$ cat src/rtl/mult_pkg.sv
// Shared definitions for the sequential 4x4 shift-and-add multiplier.
package mult_pkg;

  // Operand width and step-counter width defaults (2**CNT_W_DEF == N_DEF)
  localparam int N_DEF     = 4;
  localparam int CNT_W_DEF = 2;

  // Controller state encoding
  typedef enum logic [1:0] {
    IDLE  = 2'd0,
    ADD   = 2'd1,
    SHIFT = 2'd2,
    DONE  = 2'd3
  } state_e;

endpackage

$ cat src/rtl/sum4b.sv
// 4-bit unsigned combinational adder with carry-out.
module sum4b (
  input  logic [3:0] A,
  input  logic [3:0] B,
  output logic [3:0] S,
  output logic       Cout
);

  // Zero-extend both operands so the fifth bit carries out
  always_comb begin
    {Cout, S} = {1'b0, A} + {1'b0, B};
  end

endmodule

$ cat src/rtl/mult4b_ctrl.sv
// Sequential unsigned multiplier: one shared 4-bit adder, add/shift per step.
module mult4b_ctrl
  import mult_pkg::*;
#(
  parameter int N     = N_DEF,
  parameter int CNT_W = CNT_W_DEF
) (
  input  logic           clk,
  input  logic           rst_n,
  input  logic           start,
  input  logic [N-1:0]   A,
  input  logic [N-1:0]   B,
  output logic           busy,
  output logic           done,
  output logic [2*N-1:0] P
);

  state_e           state_q, state_d;
  logic [N-1:0]     m_q, m_d;
  logic [N-1:0]     q_q, q_d;
  logic [N-1:0]     acc_q, acc_d;
  logic             c_q, c_d;
  logic [CNT_W-1:0] cnt_q, cnt_d;
  logic [2*N-1:0]   p_q, p_d;
  logic             busy_q, busy_d;
  logic             done_q, done_d;

  logic [N-1:0]     add_s;
  logic             add_co;
  logic [2*N:0]     shift_w;

  // The only arithmetic resource: partial product plus multiplicand
  sum4b u_add (
    .A    (acc_q),
    .B    (m_q),
    .S    (add_s),
    .Cout (add_co)
  );

  // Next-state, datapath and registered-output decode
  always_comb begin
    state_d = state_q;
    m_d     = m_q;
    q_d     = q_q;
    acc_d   = acc_q;
    c_d     = c_q;
    cnt_d   = cnt_q;
    p_d     = p_q;
    busy_d  = 1'b0;
    done_d  = 1'b0;
    // Carry drops into ACC msb, ACC lsb drops into Q msb, zero enters on top
    shift_w = {c_q, acc_q, q_q} >> 1;

    case (state_q)
      IDLE: begin
        if (start) begin
          m_d     = A;
          q_d     = B;
          acc_d   = '0;
          c_d     = 1'b0;
          cnt_d   = '0;
          state_d = ADD;
          busy_d  = 1'b1;
        end
      end
      ADD: begin
        if (q_q[0]) begin
          {c_d, acc_d} = {add_co, add_s};
        end else begin
          c_d = 1'b0;
        end
        state_d = SHIFT;
        busy_d  = 1'b1;
      end
      SHIFT: begin
        c_d   = shift_w[2*N];
        acc_d = shift_w[2*N-1:N];
        q_d   = shift_w[N-1:0];
        cnt_d = cnt_q + 1'b1;
        if (cnt_q == CNT_W'(N - 1)) begin
          p_d     = shift_w[2*N-1:0];
          state_d = DONE;
          done_d  = 1'b1;
        end else begin
          state_d = ADD;
          busy_d  = 1'b1;
        end
      end
      DONE: begin
        // start is deliberately not looked at here
        state_d = IDLE;
      end
      default: begin
        state_d = IDLE;
      end
    endcase
  end

  // State, operand/accumulator and output registers; reset abandons any operation
  always_ff @(posedge clk) begin
    if (!rst_n) begin
      state_q <= IDLE;
      m_q     <= '0;
      q_q     <= '0;
      acc_q   <= '0;
      c_q     <= 1'b0;
      cnt_q   <= '0;
      p_q     <= '0;
      busy_q  <= 1'b0;
      done_q  <= 1'b0;
    end else begin
      state_q <= state_d;
      m_q     <= m_d;
      q_q     <= q_d;
      acc_q   <= acc_d;
      c_q     <= c_d;
      cnt_q   <= cnt_d;
      p_q     <= p_d;
      busy_q  <= busy_d;
      done_q  <= done_d;
    end
  end

  assign busy = busy_q;
  assign done = done_q;
  assign P    = p_q;

endmodule

$ cat config.mk
export PLATFORM = sky130hd
export DESIGN_NAME = mult4b_ctrl
export DESIGN_NICKNAME = d
export VERILOG_FILES = /design/src/rtl/mult_pkg.sv /design/src/rtl/sum4b.sv /design/src/rtl/mult4b_ctrl.sv
export SDC_FILE = /design/constraint.sdc
export NUM_CORES = 1
export LEC_CHECK = 0
export ABC_AREA = 1
export CAP_MARGIN = 25
export CORE_ASPECT_RATIO = 0.6
export CORE_MARGIN = 4
export CORE_UTILIZATION = 40
export DETAILED_ROUTE_END_ITERATION = 7
export HOLD_SLACK_MARGIN = 0.05
export SLEW_MARGIN = 20
export SYNTH_ARGS = -nofsm -noshare
export SYNTH_HDL_FRONTEND = slang
export SYNTH_SLANG_ARGS = --single-unit
$ cat constraint.sdc
create_clock -name clk -period 1.8 [get_ports clk]
set_clock_uncertainty 0.05 [all_clocks]
set_input_delay 0.54 -clock clk [delete_from_list [all_inputs] [get_ports clk]]
set_output_delay 0.54 -clock clk [all_outputs]
set_load 0.01 [all_outputs]
==> qor.csv, run 1 <==
stage,metric,value,unit
synth,ys_ff_latch,27,
final_layout,fillers,298,
drt,ant_nets,0,
drt,drtIter0Drc,77,
power,switching_share,33.9,%
power,p_sw,505,µW
synth,yosysTopAreaCellShare,42.0,%
worst_setup_path,worst_setup_path_end_kind,primary output,
synth,synth_ff_type,dfxtp_1,
power,peakVddDrop,0.492,mV
power,internal_power,985,µW
synth,syn_nets,181,
synth,yosysUniqueCellTypes,22,
cts,cts_root_buf,clkbuf_8,
timing,rsz0062_at_grt,no,
timing,fin_crit,1.75,ns
worst_setup_path,r2r_end,acc_q[2],
worst_setup_path,cp_cell_sequence,clkdlybuf4s50_1,
timing,finalSetupViolations,0,
grt,grt_pass1_vias,1113,
cts,cts_buffer_depth,2,
power,seq_power_share,48.0,%
timing,slew_violations,0,
synth,yosysMostFrequentCell,nand2_1,
final_layout,fin_cells,226,
floorplan,die_h,51.9,µm
worst_setup_path,crit_buf_inv,1,
synth,postSynthAreaPerCell,8.09,µm²
worst_setup_path,path_class,reg2out,
worst_setup_path,slowest_delay,0.54,ns
floorplan,row_count,15,
min_path,min_path_type,reg2reg,
drt,wl_per_cell,13.2,µm
timing,period_share,97.1,%
synth,synth_edf_count,0,
grt,grt.total_usage,15.9,%
timing,final_hold_viol_count,0,
place,portBuffers,20,
floorplan,initial_utilization,43.4,%
run,drv_cap,0,
cts,clk_pin_slew,0.09,ns
synth,seq_area_frac_synth,42.0,%
cts,htreeDepth,1,
worst_setup_path,worstSetupStartpoint,P[6],
drt,vias,1137,
power,combPwrFrac,29.2,%
synth,syn_area,1290,µm²
place,gp_congestion,0.859,
power,power_leakage,0.647,nW
synth,async_reset_ff_share,0,%
cts,clock-sinks,27,
synth,synthTopCellsByCount,"30 x nand2_1, 27 x dfxtp_1, 15 x o21ai_0",
grt,grt_max_degree,18,
worst_setup_path,reg2reg_slack,0.20,ns
power,clockPowerShare,22.8,%
timing,worst_slew_pin_slew,0.256,ns
floorplan,core,2970,µm²
cts,cts_made_buffers,3,
drt,dr.pass1.iters,4,
worst_setup_path,crit_family,buffers and inverters,
cts,cts_tree,built,
drt,drc_errors,0,
place,dp_cells,222,
min_path,hold_depth,2,
status,status,"complete, no violations",
synth,yosysTopAreaCell,dfxtp_1,
cts,postCtsSetupBuffers,0,
floorplan,die_area,4220,µm²
worst_setup_path,crit_path_top_delay_cell,clkdlybuf4s50_1,
final_layout,drive_gt1_share,12.0,%
drt,routed_via_density,5.03,
worst_setup_path,cp.depth,1,
worst_setup_path,critPathLaunchType,flop,
timing,fmax,572,MHz
cts,clock_latency,0.27,ns
place,dp_hpwl,2.38,mm
floorplan,num_io_pins,21,
timing,timing.setup.tns,0,ns
worst_setup_path,cp-endpoint,P[6],
grt,grt_overflow_total,0,
final_layout,nets,207,
worst_setup_path,r2r_cells,9,
final_layout,syn_to_final_growth,24.3,%
synth,synthTopCellsByArea,"dfxtp_1 42%, ha_1 9.7%, nand2_1 8.8%",
synth,yosysWarnings,0,
grt,antenna_found_initial,0,
power,power_density,932,nW/µm²
grt,grt_pass1_wl,5.11,mm
final_layout,antenna_cells,0,
worst_setup_path,timing.rr.start,state_q[0],
drt,totalWireLength,2.98,mm
worst_setup_path,worstPathRequired,1.21,ns
timing,maxSlewHeadroom,82.7,%
worst_setup_path,critical_path.max_fanout,2,
floorplan,die_w,81.2,µm
worst_setup_path,cp.arrival,1.16,ns
synth,syn_inst,159,
## metal layers
metal	wire, µm	part of all wire [%]	GRT usage (%)
met5	0	0	0
met2	1330	45	24.7
met4	8	0.27	3.09
met3	189	6.3	5.36
met1	1460	49	21.5
## cell families (layout without fill, tap and decap cells)
family | count (synthesis) | after routing | synth area share [%]
compound gates | 40 | 40 | 18.6
fa+ha+maj | 11 | 11 | 11.3
buf+inv | 22 | 47 | 6.91
flops | 27 | 27 | 42.0
simple gates | 59 | 59 | 21.2
## power by group through the flow
stage,clock (mW),sequential [mW],combinational (mW)
after floorplan,0,0.713,0.307
after global placement,0,0.723,0.415
after detailed placement,0,0.727,0.435
after CTS,0.351,0.714,0.437
after global routing,0.375,0.725,0.490
final,0.340,0.716,0.435
## per-stage QoR
step | util, % | power [mW] | hold slack, ns | setup WS, ns | instance area [µm²]
after floorplan | - | 1.02 | 0.385 | 0.406 | 1290
after detailed placement | 52.3 | 1.16 | 0.410 | -0.00338 | 1550
after global routing | 53.9 | 1.59 | 0.439 | 0.0147 | 1600
final | 53.9 | 1.49 | 0.423 | 0.0522 | 1600
after CTS | 53.9 | 1.50 | 0.425 | 0.0420 | 1600
after global placement | 52.3 | 1.14 | 0.411 | 0.0606 | 1550
## cells in the final DEF (no fill, tap or decap), drive strengths merged, types with 2 or more instances in the layout
master | Yosys | layout
buf | 3 | 4
a211oi | 2 | 2
clkdlybuf4s50 | 0 | 20
a31oi | 3 | 3
dfxtp | 27 | 27
a21oi | 11 | 11
ha | 10 | 10
nand2 | 31 | 31
inv | 19 | 19
clkbuf | 0 | 3
o21ai | 21 | 21
nor3 | 2 | 2
nand3 | 13 | 13
nor2 | 13 | 13
## cell type report
| class | instances | area, µm² | share of cell area (%) |
|---|---|---|---|
| sequential | 27 | 542 | 33.9 |
| clock buffer | 3 | 41.3 | 2.58 |
| tap | 42 | 52.6 | 3.29 |
| timing repair buffer | 24 | 230 | 14.4 |
| clock inverter | 1 | 5.00 | 0.313 |
| inverter | 19 | 71.3 | 4.46 |
| multi-input combinational | 110 | 657 | 41.1 |
## timing repair
action	4_1_cts	5_1_grt
hold buffers	0	0
endpoints found under the setup margin	0	3
resized for setup	0	1
## flip-flops by register name, indices dropped and copies added (netlist names)
signal	cells
c_q	1
q_q	4
P	8
busy	1
m_q	4
acc_q	4
state_q	2
done	1
cnt_q	2
## worst min-delay path by stage
stage / to / slack [ns] / start
global placement: P[1] / 0.41 / P[1]
global route: P[7] / 0.44 / P[7]
floorplan: P[7] / 0.39 / c_q
CTS: P[1] / 0.43 / P[1]
detailed placement: P[1] / 0.41 / P[1]
finish: P[1] / 0.42 / P[1]
(Power assumes the default switching activity.)
==> run 2, diff against run 1 <==
CTS_CLUSTER_SIZE = 16   (was default)
PLACE_DENSITY = 0.74   (was default)
==> qor.csv, run 2 (synthesis gave the netlist of run 1 again) <==
stage,metric,value,unit,change
status,status,"complete, no violations",,
timing,rsz0062_at_grt,no,,
grt,grt_max_degree,18,,unchanged
worst_setup_path,worstPathRequired,1.21,ns,about the same
timing,fin_crit,1.74,ns,-0.00451 ns
power,internal_power,977,µW,-0.76%
worst_setup_path,path_class,reg2out,,
grt,grt_overflow_total,0,,unchanged
timing,worst_slew_pin_slew,0.265,ns,+0.00887 ns
timing,maxSlewHeadroom,82.3,%,-0.48 points
drt,wl_per_cell,12.6,µm,-4.6%
power,seq_power_share,48.1,%,about the same
floorplan,die_area,4220,µm²,unchanged
drt,vias,1133,,-0.35%
min_path,min_path_type,reg2reg,,
floorplan,die_w,81.2,µm,unchanged
timing,timing.setup.tns,0,ns,unchanged
floorplan,die_h,51.9,µm,unchanged
grt,grt_pass1_vias,1021,,-8.3%
drt,dr.pass1.iters,4,,unchanged
run,drv_cap,0,,unchanged
final_layout,antenna_cells,0,,unchanged
timing,fmax,574,MHz,+0.26%
power,power_density,932,nW/µm²,about the same
final_layout,largest_register_ffs,8,,unchanged
power,clockPowerShare,23.4,%,+0.6 points
worst_setup_path,r2r_cells,9,,unchanged
cts,cts_buffer_depth,2,,unchanged
drt,drc_errors,0,,unchanged
cts,cts_made_buffers,3,,unchanged
worst_setup_path,cp_cell_sequence,clkdlybuf4s50_1,,
timing,period_share,96.8,%,-0.25 points
drt,routed_via_density,5.06,,+0.54%
grt,grt_pass1_wl,4.66,mm,-8.8%
cts,cts_root_buf,clkbuf_8,,
timing,hold_ws,0.422,ns,-0.000596 ns
cts,cts_tree,built,,
power,switching_share,34.2,%,+0.29 points
drt,ant_nets,0,,unchanged
final_layout,syn_to_final_growth,23.8,%,
place,portBuffers,20,,unchanged
cts,hold_buffers,0,,unchanged
power,p_sw,508,µW,+0.54%
worst_setup_path,reg2reg_slack,0.15,ns,-0.05 ns
worst_setup_path,cp.arrival,1.15,ns,about the same
place,gp_congestion,0.909,,+5.8%
cts,clk_pin_slew,0.09,ns,about the same
place,dp_hpwl,2.25,mm,-5.4%
floorplan,num_io_pins,21,,unchanged
worst_setup_path,critPathLaunchType,flop,,
final_layout,drive_gt1_share,11.0,%,-0.97 points
final_layout,fin_cells,224,,-0.88%
cts,htreeDepth,1,,unchanged
worst_setup_path,crit_buf_inv,1,,unchanged
cts,clock_latency,0.27,ns,about the same
drt,totalWireLength,2.82,mm,-5.4%
final_layout,nets,205,,-0.97%
floorplan,initial_utilization,43.4,%,unchanged
power,power_leakage,0.669,nW,+3.3%
timing,finalSetupViolations,0,,unchanged
timing,final_hold_viol_count,0,,unchanged
min_path,holdPathEnd,cnt_q[1],,
worst_setup_path,crit_family,buffers and inverters,,
min_path,hold_start,cnt_q[1],,
worst_setup_path,slowest_delay,0.54,ns,about the same
cts,clock-sinks,27,,unchanged
floorplan,row_count,15,,unchanged
worst_setup_path,timing.rr.start,state_q[0],,
floorplan,core,2970,µm²,unchanged
worst_setup_path,worst_setup_path_end_kind,primary output,,
worst_setup_path,crit_path_top_delay_cell,clkdlybuf4s50_1,,
power,peakVddDrop,0.522,mV,+6.1%
worst_setup_path,r2r_end,acc_q[3],,
final_layout,final_cell_mix,"30 x nand2_1, 27 x dfxtp_1, 18 x clkdlybuf4s50_1, 15 x o21ai_0",,
power,combPwrFrac,28.5,%,-0.7 points
drt,drtIter0Drc,64,,-17%
final_layout,final_common_cell,nand2_1,,
place,dp_cells,220,,-0.90%
min_path,hold_depth,2,,unchanged
grt,antenna_found_initial,0,,unchanged
worst_setup_path,critical_path.max_fanout,2,,unchanged
timing,slew_violations,0,,unchanged
grt,grt.total_usage,14.7,%,-1.2 points
-- run 2: per-stage QoR --
step | setup slack (ns) | power (mW) | util [%] | instance area [µm²]
global placement | 0.0399 | 1.12 | 51.8 | 1540
detailed placement | -0.0234 | 1.15 | 51.8 | 1540
CTS | 0.00998 | 1.50 | 53.5 | 1590
finish | 0.0567 | 1.49 | 53.7 | 1590
global route | 0.00152 | 1.58 | 53.7 | 1590
floorplan | 0.406 | 1.02 | - | 1290
-- run 2: area by class of cell --
class	count	area, µm²
Timing Repair Buffer	22	220
Inverter	19	71.3
Clock inverter	1	7.51
Tap cell	42	52.6
Multi-Input combinational cell	110	659
Sequential cell	27	541
Fill cell	302	1370
Clock buffer	3	41.3
-- run 2: what timing repair did --
| action | in CTS | in global routing |
|---|---|---|
| gates resized for setup | 0 | 3 |
| endpoints found under the setup margin | 0 | 9 |
| setup buffers | 0 | 0 |
-- run 2: worst max path at each step --
stage / startpoint / cells after the start / to / slack, ns
2_1_floorplan: m_q[0] / 6 / c_q / 0.41
5_1_grt: P[0] / 1 / P[0] / 0.002
4_1_cts: P[2] / 1 / P[2] / 0.01
3_5_place_dp: start / 7 / acc_q[3] / -0.02
6_report: P[3] / 1 / P[3] / 0.06
3_3_place_gp: start / 6 / q_q[3] / 0.04
-- run 2: layer usage --
metal / track usage, % / wire [µm] / vias up
li1: - / - / 581
met2: 22.3 / 1260 / 34
met3: 4.15 / 134 / 6
met5: 0 / 0 / -
met4: 3.93 / 42 / 0
met1: 20.3 / 1390 / 512
-- run 2: tightest hold or removal path, stage by stage (launching register included) --
cell,delay [ns]
dfxtp_1,0.32
nand2_1,0.06
a21oi_1,0.05
-- run 2: power by group through the flow --
stage / Clock (mW) / Sequential [mW] / Combinational (mW)
2_1_floorplan: 0 / 0.713 / 0.307
3_3_place_gp: 0 / 0.723 / 0.394
3_5_place_dp: 0 / 0.726 / 0.421
4_1_cts: 0.363 / 0.712 / 0.424
5_1_grt: 0.382 / 0.722 / 0.478
6_report: 0.348 / 0.714 / 0.424
==> run 3, diff against run 2 <==
SLEW_MARGIN = default   (was 20)
==> results of run 3 <==
The final DEF is identical to that of run 2; final timing and power are the same.
